## src/rtl/core_pkg.sv

```systemverilog
// ---------------------------------------------------------------------------
// core_pkg
// Shared definitions for the NPC core front end.
//   - Default widths / reset vector / instruction size for the PC generator.
//   - pc_state_t       : PC generator control state (BOOT, RUN).
//   - redirect_cause_t : why the fetch stream was redirected. The CSR/trap
//                        unit uses the same encoding.
// ---------------------------------------------------------------------------
package core_pkg;

  localparam int          XLEN_DEF         = 32;
  localparam logic [31:0] RESET_VECTOR_DEF = 32'h8000_0000;
  localparam int          INST_BYTES_DEF   = 4;
  localparam int          BOOT_CYCLES_DEF  = 2;
  localparam int          EPOCH_W_DEF      = 2;

  typedef enum logic {
    BOOT = 1'b0,
    RUN  = 1'b1
  } pc_state_t;

  typedef enum logic [1:0] {
    REDIR_NONE   = 2'd0,
    REDIR_BRANCH = 2'd1,
    REDIR_TRAP   = 2'd2
  } redirect_cause_t;

endpackage

```

## src/rtl/pc_redirect_arb.sv

```systemverilog
// ---------------------------------------------------------------------------
// pc_redirect_arb
// Combinational redirect arbiter: trap beats branch. The winning target is
// aligned down to an instruction boundary and a misalignment flag is raised
// when any of the discarded low bits were set.
//   i_trap_valid / i_trap_target : trap / mret redirect request
//   i_br_valid   / i_br_target   : branch / jump redirect request
//   o_cause                      : REDIR_NONE, REDIR_BRANCH or REDIR_TRAP
//   o_target                     : aligned winning target ('0 when none)
//   o_misalign                   : winning target had non-zero low bits
// ---------------------------------------------------------------------------
module pc_redirect_arb
  import core_pkg::*;
#(
  parameter int XLEN       = XLEN_DEF,
  parameter int INST_BYTES = INST_BYTES_DEF
) (
  input  logic            i_trap_valid,
  input  logic [XLEN-1:0] i_trap_target,
  input  logic            i_br_valid,
  input  logic [XLEN-1:0] i_br_target,
  output redirect_cause_t o_cause,
  output logic [XLEN-1:0] o_target,
  output logic            o_misalign
);

  // INST_BYTES is a power of two, so INST_BYTES-1 covers exactly the
  // offset bits inside one instruction.
  localparam logic [XLEN-1:0] LOW_MASK = XLEN'(INST_BYTES - 1);

  logic [XLEN-1:0] w_raw_target;

  always_comb begin
    o_cause      = REDIR_NONE;
    w_raw_target = '0;
    if (i_trap_valid) begin
      o_cause      = REDIR_TRAP;
      w_raw_target = i_trap_target;
    end else if (i_br_valid) begin
      o_cause      = REDIR_BRANCH;
      w_raw_target = i_br_target;
    end
  end

  assign o_target   = w_raw_target & ~LOW_MASK;
  assign o_misalign = |(w_raw_target & LOW_MASK);

endmodule

```

## src/rtl/pc_gen.sv

```systemverilog
// ---------------------------------------------------------------------------
// pc_gen
// Fetch program-counter generator. Owns the fetch PC and offers it to
// instruction fetch over a valid/ready handshake, advancing by INST_BYTES on
// each accepted fetch. Trap and branch redirects (trap wins) replace the PC
// and bump the epoch so stale in-flight fetches can be discarded.
//
// Handshake: pc_valid depends only on state and stall, never on pc_ready.
// A transfer (fire) happens on a rising edge where pc_valid & pc_ready. While
// pc_valid is high, pc holds until fire, except that a redirect may replace
// it at any edge.
//
// Ports:
//   clk, rst                   : clock; asynchronous active-low reset
//   stall                      : back-end hold, forces pc_valid low
//   br_valid,   br_target      : branch / jump redirect
//   trap_valid, trap_target    : trap / mret redirect (priority over branch)
//   pc_valid, pc_ready, pc     : fetch handshake and current fetch PC
//   epoch                      : increments on every applied redirect
//   align_err                  : one-cycle pulse, applied target was misaligned
//   dbg_state                  : current control state (BOOT / RUN)
// ---------------------------------------------------------------------------
module pc_gen
  import core_pkg::*;
#(
  parameter int              XLEN         = XLEN_DEF,
  parameter logic [XLEN-1:0] RESET_VECTOR = XLEN'(RESET_VECTOR_DEF),
  parameter int              INST_BYTES   = INST_BYTES_DEF,
  parameter int              BOOT_CYCLES  = BOOT_CYCLES_DEF,
  parameter int              EPOCH_W      = EPOCH_W_DEF
) (
  input  logic               clk,
  input  logic               rst,
  input  logic               stall,
  input  logic               br_valid,
  input  logic [XLEN-1:0]    br_target,
  input  logic               trap_valid,
  input  logic [XLEN-1:0]    trap_target,
  output logic               pc_valid,
  input  logic               pc_ready,
  output logic [XLEN-1:0]    pc,
  output logic [EPOCH_W-1:0] epoch,
  output logic               align_err,
  output pc_state_t          dbg_state
);

  localparam int CNT_W     = (BOOT_CYCLES > 1) ? $clog2(BOOT_CYCLES) : 1;
  localparam int BOOT_LAST = (BOOT_CYCLES > 0) ? BOOT_CYCLES - 1 : 0;

  pc_state_t          r_state;
  pc_state_t          w_state_nxt;
  logic [CNT_W-1:0]   r_boot_cnt;
  logic [XLEN-1:0]    r_pc;
  logic [EPOCH_W-1:0] r_epoch;
  logic               r_align_err;
  logic               r_pend_valid;
  logic [XLEN-1:0]    r_pend_target;
  logic               r_pend_misalign;

  redirect_cause_t    w_live_cause;
  logic [XLEN-1:0]    w_live_target;
  logic               w_live_misalign;
  logic               w_live_valid;
  logic               w_boot_done;
  logic               w_boot_exit;
  logic               w_eff_valid;
  logic [XLEN-1:0]    w_eff_target;
  logic               w_eff_misalign;
  logic               w_apply;
  logic               w_fire;

  // One arbiter serves both the live RUN path and capture during BOOT.
  pc_redirect_arb #(
    .XLEN       (XLEN),
    .INST_BYTES (INST_BYTES)
  ) u_arb (
    .i_trap_valid  (trap_valid),
    .i_trap_target (trap_target),
    .i_br_valid    (br_valid),
    .i_br_target   (br_target),
    .o_cause       (w_live_cause),
    .o_target      (w_live_target),
    .o_misalign    (w_live_misalign)
  );

  assign w_live_valid = (w_live_cause != REDIR_NONE);

  // With BOOT_CYCLES == 0 the first edge after reset release leaves BOOT.
  assign w_boot_done = (BOOT_CYCLES == 0) || (r_boot_cnt == CNT_W'(BOOT_LAST));
  assign w_boot_exit = (r_state == BOOT) && w_boot_done;

  // A request arriving on the BOOT->RUN edge is the newest one, so it
  // overrides anything already parked in the pending register.
  assign w_eff_valid    = w_live_valid | r_pend_valid;
  assign w_eff_target   = w_live_valid ? w_live_target   : r_pend_target;
  assign w_eff_misalign = w_live_valid ? w_live_misalign : r_pend_misalign;

  assign w_apply = ((r_state == RUN) && w_live_valid) || (w_boot_exit && w_eff_valid);

  assign pc_valid = (r_state == RUN) && !stall;
  assign w_fire   = pc_valid && pc_ready;

  always_comb begin
    w_state_nxt = r_state;
    case (r_state)
      BOOT:    if (w_boot_done) w_state_nxt = RUN;
      RUN:     w_state_nxt = RUN;
      default: w_state_nxt = BOOT;
    endcase
  end

  always_ff @(posedge clk or negedge rst) begin
    if (!rst) begin
      r_state <= BOOT;
    end else begin
      r_state <= w_state_nxt;
    end
  end

  always_ff @(posedge clk or negedge rst) begin
    if (!rst) begin
      r_boot_cnt      <= '0;
      r_pc            <= RESET_VECTOR;
      r_epoch         <= '0;
      r_align_err     <= 1'b0;
      r_pend_valid    <= 1'b0;
      r_pend_target   <= '0;
      r_pend_misalign <= 1'b0;
    end else begin
      r_align_err <= w_apply && w_eff_misalign;

      // A redirect discards any sequential advance in the same cycle.
      if (w_apply) begin
        r_pc    <= w_eff_target;
        r_epoch <= r_epoch + EPOCH_W'(1);
      end else if (w_fire) begin
        r_pc <= r_pc + XLEN'(INST_BYTES);
      end

      if (r_state == BOOT) begin
        r_boot_cnt <= r_boot_cnt + CNT_W'(1);
        if (w_boot_exit) begin
          r_pend_valid <= 1'b0;
        end else if (w_live_valid) begin
          r_pend_valid    <= 1'b1;
          r_pend_target   <= w_live_target;
          r_pend_misalign <= w_live_misalign;
        end
      end
    end
  end

  assign pc        = r_pc;
  assign epoch     = r_epoch;
  assign align_err = r_align_err;
  assign dbg_state = r_state;

endmodule

```

## config.mk

```make
export PLATFORM = sky130hd
export DESIGN_NAME = pc_gen
export DESIGN_NICKNAME = d
export VERILOG_FILES = /design/src/rtl/core_pkg.sv /design/src/rtl/pc_redirect_arb.sv /design/src/rtl/pc_gen.sv
export SDC_FILE = /design/constraint.sdc
export NUM_CORES = 1
export LEC_CHECK = 0
export CAP_MARGIN = 5
export CORE_MARGIN = 8
export CORE_UTILIZATION = 45
export CTS_BUF_LIST = sky130_fd_sc_hd__clkbuf_2
export CTS_CLUSTER_DIAMETER = 50
export DETAILED_ROUTE_END_ITERATION = 10
export PLACE_DENSITY = 0.87
export SKIP_CTS_REPAIR_TIMING = 1
export SYNTH_ARGS = -nofsm -noshare
export SYNTH_HDL_FRONTEND = slang
export SYNTH_HIERARCHICAL = 1
export SYNTH_SLANG_ARGS = --single-unit
```

## constraint.sdc

```tcl
create_clock -name clk -period 1.6 [get_ports clk]
set_input_delay 0.24 -clock clk [delete_from_list [all_inputs] [get_ports clk]]
set_output_delay 0.24 -clock clk [all_outputs]
set_load 0.03 [all_outputs]
```

==> impl_metrics.xml, run 1 <==
<?xml version="1.0" encoding="UTF-8"?>
<metrics>
  <group name="status">
    <metric name="outcome" unit="">finished with violations</metric>
    <metric name="failed_checks" unit="">setup timing</metric>
  </group>
  <group name="synth">
    <metric name="syn_avg_cell_area" unit="um^2">10.45</metric>
    <metric name="synthesis.area" unit="um^2">3910</metric>
    <metric name="synth_top_cells_by_area" unit="">sky130_fd_sc_hd__dfrtp_1 45%, sky130_fd_sc_hd__mux2_2 8.4%, sky130_fd_sc_hd__a22o_1 6.3%</metric>
    <metric name="synth-seq-cells" unit="">71</metric>
    <metric name="post-synth-top-area-fraction" unit="">0.4480</metric>
    <metric name="yosysTopAreaCell" unit="">sky130_fd_sc_hd__dfrtp_1</metric>
    <metric name="synth_edf_count" unit="">0</metric>
    <metric name="unique_cell_type_count_in_the_yosys_netlist" unit="">37</metric>
    <metric name="synth.mux.area_fraction" unit="">0.1168</metric>
    <metric name="async_flop_share" unit="">1.000</metric>
    <metric name="synth_xor_area_frac" unit="">0.06944</metric>
    <metric name="synth_simple_gate_area_frac" unit="">0.1478</metric>
    <metric name="area_fraction_in_compound_gates_after_synthesis" unit="">0.1632</metric>
    <metric name="synthAdderAreaFrac" unit="">0.003200</metric>
    <metric name="yosys_warnings" unit="">6</metric>
    <metric name="ys_dominant_reg_cell" unit="">sky130_fd_sc_hd__dfrtp_1</metric>
    <metric name="dominant_combinational_cell_family_by_area_after_synthesis" unit="">compound AO/OA/AOI/OAI gates</metric>
    <metric name="part_of_the_yosys_area_used_for_sequential_elements" unit="">0.4547</metric>
    <metric name="netlist_instances" unit="">374</metric>
  </group>
  <group name="detailed_routing">
    <metric name="num_vias" unit="">3529</metric>
    <metric name="wl_per_cell" unit="um">18.02</metric>
    <metric name="drt_first_pass_iters" unit="">4</metric>
    <metric name="wirelength" unit="mm">11.36</metric>
    <metric name="ant_nets" unit="">0</metric>
    <metric name="drt-vias-per-instance" unit="">5.602</metric>
    <metric name="post-route-drc-count" unit="">0</metric>
    <metric name="detail_route.iter0.violations" unit="">235</metric>
  </group>
  <group name="placement">
    <metric name="placedInstanceArea" unit="um^2">5458</metric>
    <metric name="detailed_place_hpwl" unit="mm">8.431</metric>
    <metric name="gp_congestion" unit="">0.8857</metric>
    <metric name="buffer_ports.inserted" unit="">106</metric>
    <metric name="dpl.cell_count" unit="">611</metric>
    <metric name="post-place-ws" unit="ns">-0.3332</metric>
  </group>
  <group name="floorplanning">
    <metric name="die_area" unit="um^2">11930</metric>
    <metric name="num_rows" unit="">34</metric>
    <metric name="vertical_die_dimension" unit="um">109.2</metric>
    <metric name="fp.dieW" unit="um">109.2</metric>
    <metric name="initial_utilization" unit="">0.4550</metric>
    <metric name="ioPinCount" unit="">107</metric>
    <metric name="coreArea" unit="um^2">8593</metric>
  </group>
  <group name="power">
    <metric name="ir_worst_vdd" unit="V">0.0004980</metric>
    <metric name="netSwitchingFraction" unit="">0.3556</metric>
    <metric name="relative_contribution_of_sequential_cells_to_total_power" unit="">0.482</metric>
    <metric name="internal_power" unit="uW">2903</metric>
    <metric name="power.density_cell_area" unit="nW/um^2">803.8</metric>
    <metric name="clock_power_share" unit="">0.182</metric>
    <metric name="power.switching" unit="uW">1602</metric>
    <metric name="combPwrFrac" unit="">0.336</metric>
    <metric name="p_leak" unit="uW">0.002502</metric>
  </group>
  <group name="clocking">
    <metric name="clock_sink_count" unit="">71</metric>
    <metric name="root_buffer" unit="">sky130_fd_sc_hd__clkbuf_2</metric>
    <metric name="cts_max_path_buffers" unit="">2</metric>
    <metric name="cts_inserted_buffers" unit="">9</metric>
    <metric name="cts.clk_slew.worst_paths" unit="ns">0.21</metric>
    <metric name="cts.htree.levels" unit="">3</metric>
    <metric name="worst_skew_pair.late_latency" unit="ns">0.54</metric>
    <metric name="tritoncts" unit="">done</metric>
  </group>
  <group name="final_layout">
    <metric name="drive_gt1_frac" unit="">0.3199</metric>
    <metric name="layout.nets" unit="">588</metric>
    <metric name="final_cell_mix" unit="">67 x sky130_fd_sc_hd__clkdlybuf4s50_1, 49 x sky130_fd_sc_hd__dfrtp_1, 49 x sky130_fd_sc_hd__buf_4, 29 x sky130_fd_sc_hd__mux2_2</metric>
    <metric name="final_standard_cell_area_without_fillers" unit="um^2">5604</metric>
    <metric name="antenna-diode-count" unit="">0</metric>
    <metric name="layout_commonest_cell" unit="">sky130_fd_sc_hd__clkdlybuf4s50_1</metric>
    <metric name="instances_no_fill" unit="">630</metric>
    <metric name="area_overhead_of_the_layout_relative_to_synthesis" unit="%">43.33</metric>
  </group>
  <group name="worst_setup_path">
    <metric name="crit_path_start_kind" unit="">register</metric>
    <metric name="crit_type" unit="">reg2reg</metric>
    <metric name="critical_path_peak_fanout" unit="">3</metric>
    <metric name="critPathCaptureType" unit="">register</metric>
    <metric name="critPathRequiredTime" unit="ns">2.07</metric>
    <metric name="critPathArrivalTime" unit="ns">2.11</metric>
  </group>
  <group name="global_routing">
    <metric name="gr-usage-all-layers" unit="">0.1838</metric>
    <metric name="antenna_found_initial" unit="">0</metric>
    <metric name="largest_net_degree_at_the_start_of_global_routing" unit="">38</metric>
    <metric name="grt_pass1_vias" unit="">3578</metric>
    <metric name="globalRouteOverflowTotal" unit="">0</metric>
    <metric name="first_pass_grt_wire_length" unit="mm">17.33</metric>
  </group>
  <group name="sta">
    <metric name="rsz0062_at_grt" unit="">true</metric>
    <metric name="fin_setup_tns" unit="ns">-0.07677</metric>
    <metric name="maxSlewViolCount" unit="">0</metric>
    <metric name="fmax" unit="MHz">607.2</metric>
    <metric name="final.min_clock_period" unit="ns">1.647</metric>
    <metric name="finalSetupViolations" unit="">3</metric>
    <metric name="timing.final.hold_violations" unit="">0</metric>
    <metric name="min_period_over_period" unit="">1.029</metric>
    <metric name="finClkSkew" unit="ns">0.02826</metric>
    <metric name="final.hold.worst_slack" unit="ns">0.1727</metric>
    <metric name="setup_slack" unit="ns">-0.04693</metric>
  </group>
  <group name="run">
    <metric name="maxCapViolCount" unit="">0</metric>
  </group>
  <group name="min_path">
    <metric name="worstHoldPathType" unit="">in2async</metric>
  </group>
</metrics>
## per-stage QoR
step,total power (uW),utilization
floorplan,2960,-
CTS,4525,0.6441
finish,4505,0.6522
global route,4724,0.6522
detailed placement,3734,0.6351
global placement,3677,0.6351
## cells in the mapped netlist (2+ instances only)
| cell type | instances |
|---|---|
| sky130_fd_sc_hd__buf_4 | 3 |
| sky130_fd_sc_hd__nand3_1 | 8 |
| sky130_fd_sc_hd__nor2_2 | 2 |
| sky130_fd_sc_hd__a211oi_1 | 23 |
| sky130_fd_sc_hd__nand4_1 | 12 |
| sky130_fd_sc_hd__and2_1 | 2 |
| sky130_fd_sc_hd__dfrtp_1 | 70 |
| sky130_fd_sc_hd__buf_6 | 3 |
| sky130_fd_sc_hd__buf_2 | 14 |
| sky130_fd_sc_hd__a21oi_1 | 30 |
| sky130_fd_sc_hd__clkbuf_1 | 5 |
| sky130_fd_sc_hd__o21ai_0 | 9 |
| sky130_fd_sc_hd__xor2_1 | 23 |
| sky130_fd_sc_hd__mux2_2 | 29 |
| sky130_fd_sc_hd__inv_1 | 3 |
| sky130_fd_sc_hd__xnor2_1 | 8 |
| sky130_fd_sc_hd__nor2b_1 | 24 |
| sky130_fd_sc_hd__a31oi_1 | 2 |
| sky130_fd_sc_hd__mux2i_1 | 13 |
| sky130_fd_sc_hd__nand2_1 | 21 |
| sky130_fd_sc_hd__nand4b_1 | 3 |
| sky130_fd_sc_hd__nor2_1 | 13 |
| sky130_fd_sc_hd__a22o_1 | 28 |
| sky130_fd_sc_hd__nor3_1 | 3 |
| sky130_fd_sc_hd__and3_1 | 8 |
| sky130_fd_sc_hd__buf_1 | 4 |
## worst paths after layout
check / startpoint / to / slack [ns] / depth (start not counted)
worst min register to register: epoch[1]$_DFFE_PN0P_ / epoch[1]$_DFFE_PN0P_ / 0.49 / 1
worst max register to register: pc[14]$_DFFE_PN0P_ / pc[30]$_DFFE_PN0P_ / -0.05 / 5
max in group asynchronous: rst / pc[31]$_DFFE_PN1P_ / 0.80 / 3
worst min-delay path: rst / r_pend_target[20]$_DFFE_PN0P_ / 0.17 / 2
worst max-delay path: pc[14]$_DFFE_PN0P_ / pc[30]$_DFFE_PN0P_ / -0.05 / 5
min in group clk: trap_valid / align_err$_DFF_PN0_ / 0.33 / 4
## area by class of cell
cell class,count,area [um^2]
clock inverters,6,27.53
repair buffers,160,1495
inverters,3,11.26
multi-input cells,272,2081
flip-flops and latches,71,1804
well taps,108,135.1
clock buffers,10,50.05
fillers,649,2989
## sequential cells by signal, indices dropped and copies added, names as in the netlist
signal,cells
align_err,1
dbg_state,1
epoch,2
pc,32
r_boot_cnt,1
r_pend_misalign,1
r_pend_target,32
r_pend_valid,1
## per-layer routing
| layer | vias up | global-route usage | share of wire |
|---|---|---|---|
| li1 | 1647 | - | - |
| met1 | 1736 | 0.2253 | 0.41 |
| met2 | 132 | 0.3128 | 0.52 |
| met3 | 14 | 0.04787 | 0.063 |
| met4 | 0 | 0.05111 | 0.010 |
| met5 | - | 0 | 0 |
## logic make-up (layout without fill, tap and decap cells)
group | Yosys count | in the layout
simple gates | 102 | 102
compound gates | 94 | 94
flops | 71 | 71
mux | 42 | 42
buf+inv | 32 | 179
xor+xnor | 31 | 31
fa+ha+maj | 1 | 1
other cells | 1 | 2
## worst max-delay path: stages (launching register included)
cell                      delay, ns
sky130_fd_sc_hd__dfrtp_2       0.42
sky130_fd_sc_hd__nand4_1       0.20
sky130_fd_sc_hd__nor4_4        0.27
sky130_fd_sc_hd__nand3_2       0.12
sky130_fd_sc_hd__or4_1         0.42
sky130_fd_sc_hd__a31oi_1       0.15
## power by group through the flow
| stage | clock network [uW] | registers (uW) | logic, uW |
|---|---|---|---|
| 2_1_floorplan | 0 | 2470 | 491 |
| 3_3_place_gp | 0 | 2180 | 1500 |
| 3_5_place_dp | 0 | 2190 | 1540 |
| 4_1_cts | 820 | 2160 | 1540 |
| 5_1_grt | 920 | 2190 | 1610 |
| 6_report | 821 | 2170 | 1510 |
(Power assumes the default switching activity.)
==> inputs of run 2 (changes only) <==
- DONT_BUFFER_PORTS: unset -> 1
- PLACE_DENSITY: 0.87 -> 0.71
==> impl_metrics.xml, run 2 (synthesized netlist as in run 1, its figures left out) <==
<?xml version="1.0" encoding="UTF-8"?>
<metrics>
  <group name="status">
    <metric name="outcome" unit="">finished with violations</metric>
    <metric name="failed_checks" unit="">hold timing, setup timing</metric>
  </group>
  <group name="final_layout">
    <metric name="final_cell_mix" unit="">53 x sky130_fd_sc_hd__buf_4, 51 x sky130_fd_sc_hd__dfrtp_1, 30 x sky130_fd_sc_hd__a21oi_1, 29 x sky130_fd_sc_hd__mux2_2, 28 x sky130_fd_sc_hd__a22o_1</metric>
    <metric name="postLayoutCoreUtil" unit="">0.5766</metric>
    <metric name="drive_gt1_frac" unit="">0.3125</metric>
    <metric name="layout.nets" unit="">514</metric>
    <metric name="final_standard_cell_area_without_fillers" unit="um^2">4955</metric>
    <metric name="antenna-diode-count" unit="">0</metric>
    <metric name="layout_commonest_cell" unit="">sky130_fd_sc_hd__buf_4</metric>
    <metric name="area_overhead_of_the_layout_relative_to_synthesis" unit="%">26.72</metric>
  </group>
  <group name="floorplanning">
    <metric name="ioPinCount" unit="">107</metric>
    <metric name="num_rows" unit="">34</metric>
    <metric name="initial_utilization" unit="">0.4550</metric>
    <metric name="coreArea" unit="um^2">8593</metric>
    <metric name="fp.dieW" unit="um">109.2</metric>
    <metric name="die_area" unit="um^2">11930</metric>
    <metric name="vertical_die_dimension" unit="um">109.2</metric>
  </group>
  <group name="sta">
    <metric name="final.hold.worst_slack" unit="ns">-0.6331</metric>
    <metric name="maxSlewViolCount" unit="">0</metric>
    <metric name="worstMarginPinSlew" unit="ns">0.5495</metric>
    <metric name="finClkSkew" unit="ns">0.03574</metric>
    <metric name="rsz0062_at_grt" unit="">true</metric>
    <metric name="setup_slack" unit="ns">-0.01675</metric>
    <metric name="timing.final.hold_violations" unit="">71</metric>
    <metric name="slew-limit-headroom" unit="">0.6325</metric>
    <metric name="finalSetupViolations" unit="">1</metric>
    <metric name="min_period_over_period" unit="">1.010</metric>
    <metric name="final.min_clock_period" unit="ns">1.617</metric>
    <metric name="fmax" unit="MHz">618.5</metric>
  </group>
  <group name="worst_setup_path">
    <metric name="worst-r2r-setup-slack" unit="ns">-0.02</metric>
    <metric name="crit_chain" unit="">and3_4, and4_1, nand3_2, or4_1, a31oi_1</metric>
    <metric name="worst_path_max_delay_cell" unit="">sky130_fd_sc_hd__dfrtp_2</metric>
    <metric name="worst-r2r-cell-count" unit="">5</metric>
    <metric name="critPathCaptureType" unit="">register</metric>
    <metric name="critPathArrivalTime" unit="ns">2.05</metric>
    <metric name="cpPeakStageDelay" unit="ns">0.41</metric>
    <metric name="critPathRequiredTime" unit="ns">2.04</metric>
    <metric name="crit-reg2reg-capture" unit="">pc[30]$_DFFE_PN0P_</metric>
    <metric name="cp_num_buf_inv" unit="">0</metric>
    <metric name="critPathTopFamily" unit="">simple AND/OR/NAND/NOR gates</metric>
    <metric name="critical_path.reg2reg.startpoint" unit="">pc[19]$_DFFE_PN0P_</metric>
    <metric name="critical_path_peak_fanout" unit="">4</metric>
    <metric name="crit_path_start_kind" unit="">register</metric>
    <metric name="crit_type" unit="">reg2reg</metric>
  </group>
  <group name="power">
    <metric name="ir_worst_vdd" unit="V">0.0005510</metric>
    <metric name="power.density_cell_area" unit="nW/um^2">941.1</metric>
    <metric name="p_leak" unit="uW">0.002126</metric>
  </group>
  <group name="detailed_routing">
    <metric name="ant_nets" unit="">0</metric>
    <metric name="drt_first_pass_iters" unit="">4</metric>
    <metric name="num_vias" unit="">3163</metric>
    <metric name="wirelength" unit="mm">10.66</metric>
    <metric name="detail_route.iter0.violations" unit="">146</metric>
    <metric name="wl_per_cell" unit="um">19.17</metric>
    <metric name="post-route-drc-count" unit="">0</metric>
    <metric name="drt-vias-per-instance" unit="">5.689</metric>
  </group>
  <group name="clocking">
    <metric name="cts.clk_slew.worst_paths" unit="ns">0.23</metric>
    <metric name="clock_sink_count" unit="">71</metric>
    <metric name="worst_skew_pair.late_latency" unit="ns">0.52</metric>
    <metric name="root_buffer" unit="">sky130_fd_sc_hd__clkbuf_2</metric>
    <metric name="cts_max_path_buffers" unit="">2</metric>
    <metric name="cts_inserted_buffers" unit="">9</metric>
    <metric name="tritoncts" unit="">done</metric>
    <metric name="cts.htree.levels" unit="">3</metric>
  </group>
  <group name="run">
    <metric name="maxCapViolCount" unit="">0</metric>
  </group>
  <group name="global_routing">
    <metric name="globalRouteOverflowTotal" unit="">0</metric>
    <metric name="first_pass_grt_wire_length" unit="mm">15.98</metric>
    <metric name="antenna_found_initial" unit="">0</metric>
    <metric name="grt_pass1_vias" unit="">3268</metric>
    <metric name="gr-usage-all-layers" unit="">0.1719</metric>
    <metric name="largest_net_degree_at_the_start_of_global_routing" unit="">72</metric>
  </group>
  <group name="placement">
    <metric name="gp_congestion" unit="">0.8441</metric>
    <metric name="buffer_ports.inserted" unit="">0</metric>
    <metric name="placedInstanceArea" unit="um^2">4444</metric>
    <metric name="detailed_place_hpwl" unit="mm">7.388</metric>
  </group>
  <group name="min_path">
    <metric name="worstHoldPathType" unit="">in2async</metric>
  </group>
</metrics>
-- run 2: cell types whose count changed in the layout (fill, tap and decap cells not counted), sizes merged --
cell,before,now
dlymetal6s2s,12,0
clkbuf,28,10
clkinv,5,3
buf,62,59
inv,3,4
clkinvlp,1,0
bufinv,0,3
dlygate4sd3,1,26
clkdlybuf4s50,67,0
-- run 2: per-layer routing --
metal	up-vias	track usage	wire, um
li1	1493	-	-
met1	1537	0.2043	4343
met2	107	0.2877	5255
met3	26	0.04492	819
met4	0	0.07522	238
met5	-	0	0
-- run 2: cell type report --
| class | count | area [um^2] |
|---|---|---|
| sequential | 71 | 1802 |
| inverter | 3 | 11.26 |
| fill | 763 | 3638 |
| clock buffer | 9 | 45.04 |
| clock inverter | 7 | 110.1 |
| timing repair buffer | 86 | 794.5 |
| multi-input combinational | 272 | 2057 |
| tap | 108 | 135.1 |
-- run 2: power breakdown --
part,leakage [uW],total [uW],switching (uW),internal (uW)
registers,0.000858,2220,220,2000
logic,0.00118,1110,627,484
clock network,0.0000890,1330,665,665
total,0.00213,4660,1510,3150
-- run 2: metrics by stage --
step | setup TNS (ns) | total power, uW | setup WS (ns) | std cells | hold WS (ns)
final | -0.01675 | 4663 | -0.01675 | 556 | -0.6331
after global routing | -1.339 | 4886 | -0.1188 | 556 | -0.6922
after CTS | -0.1174 | 4626 | -0.06289 | 526 | -0.6733
after detailed placement | -0.002577 | 3299 | -0.002577 | 510 | -0.05261
after global placement | 0 | 3265 | 0.05908 | 510 | -0.05163
after floorplan | -0.8505 | 2960 | -0.1035 | 375 | -0.05559
-- run 2: how the worst max path moves through the flow --
stage                   startpoint            endpoint  cells after the start
6_report        pc[19]$_DFFE_PN0P_  pc[30]$_DFFE_PN0P_                      5
5_1_grt        dbg_state$_DFF_PN0_  pc[30]$_DFFE_PN0P_                      5
4_1_cts        dbg_state$_DFF_PN0_  pc[30]$_DFFE_PN0P_                      5
3_5_place_dp   dbg_state$_DFF_PN0_  pc[30]$_DFFE_PN0P_                      5
3_3_place_gp    pc[16]$_DFFE_PN0P_  pc[30]$_DFFE_PN0P_                      5
2_1_floorplan   pc[13]$_DFFE_PN0P_  pc[30]$_DFFE_PN0P_                      5
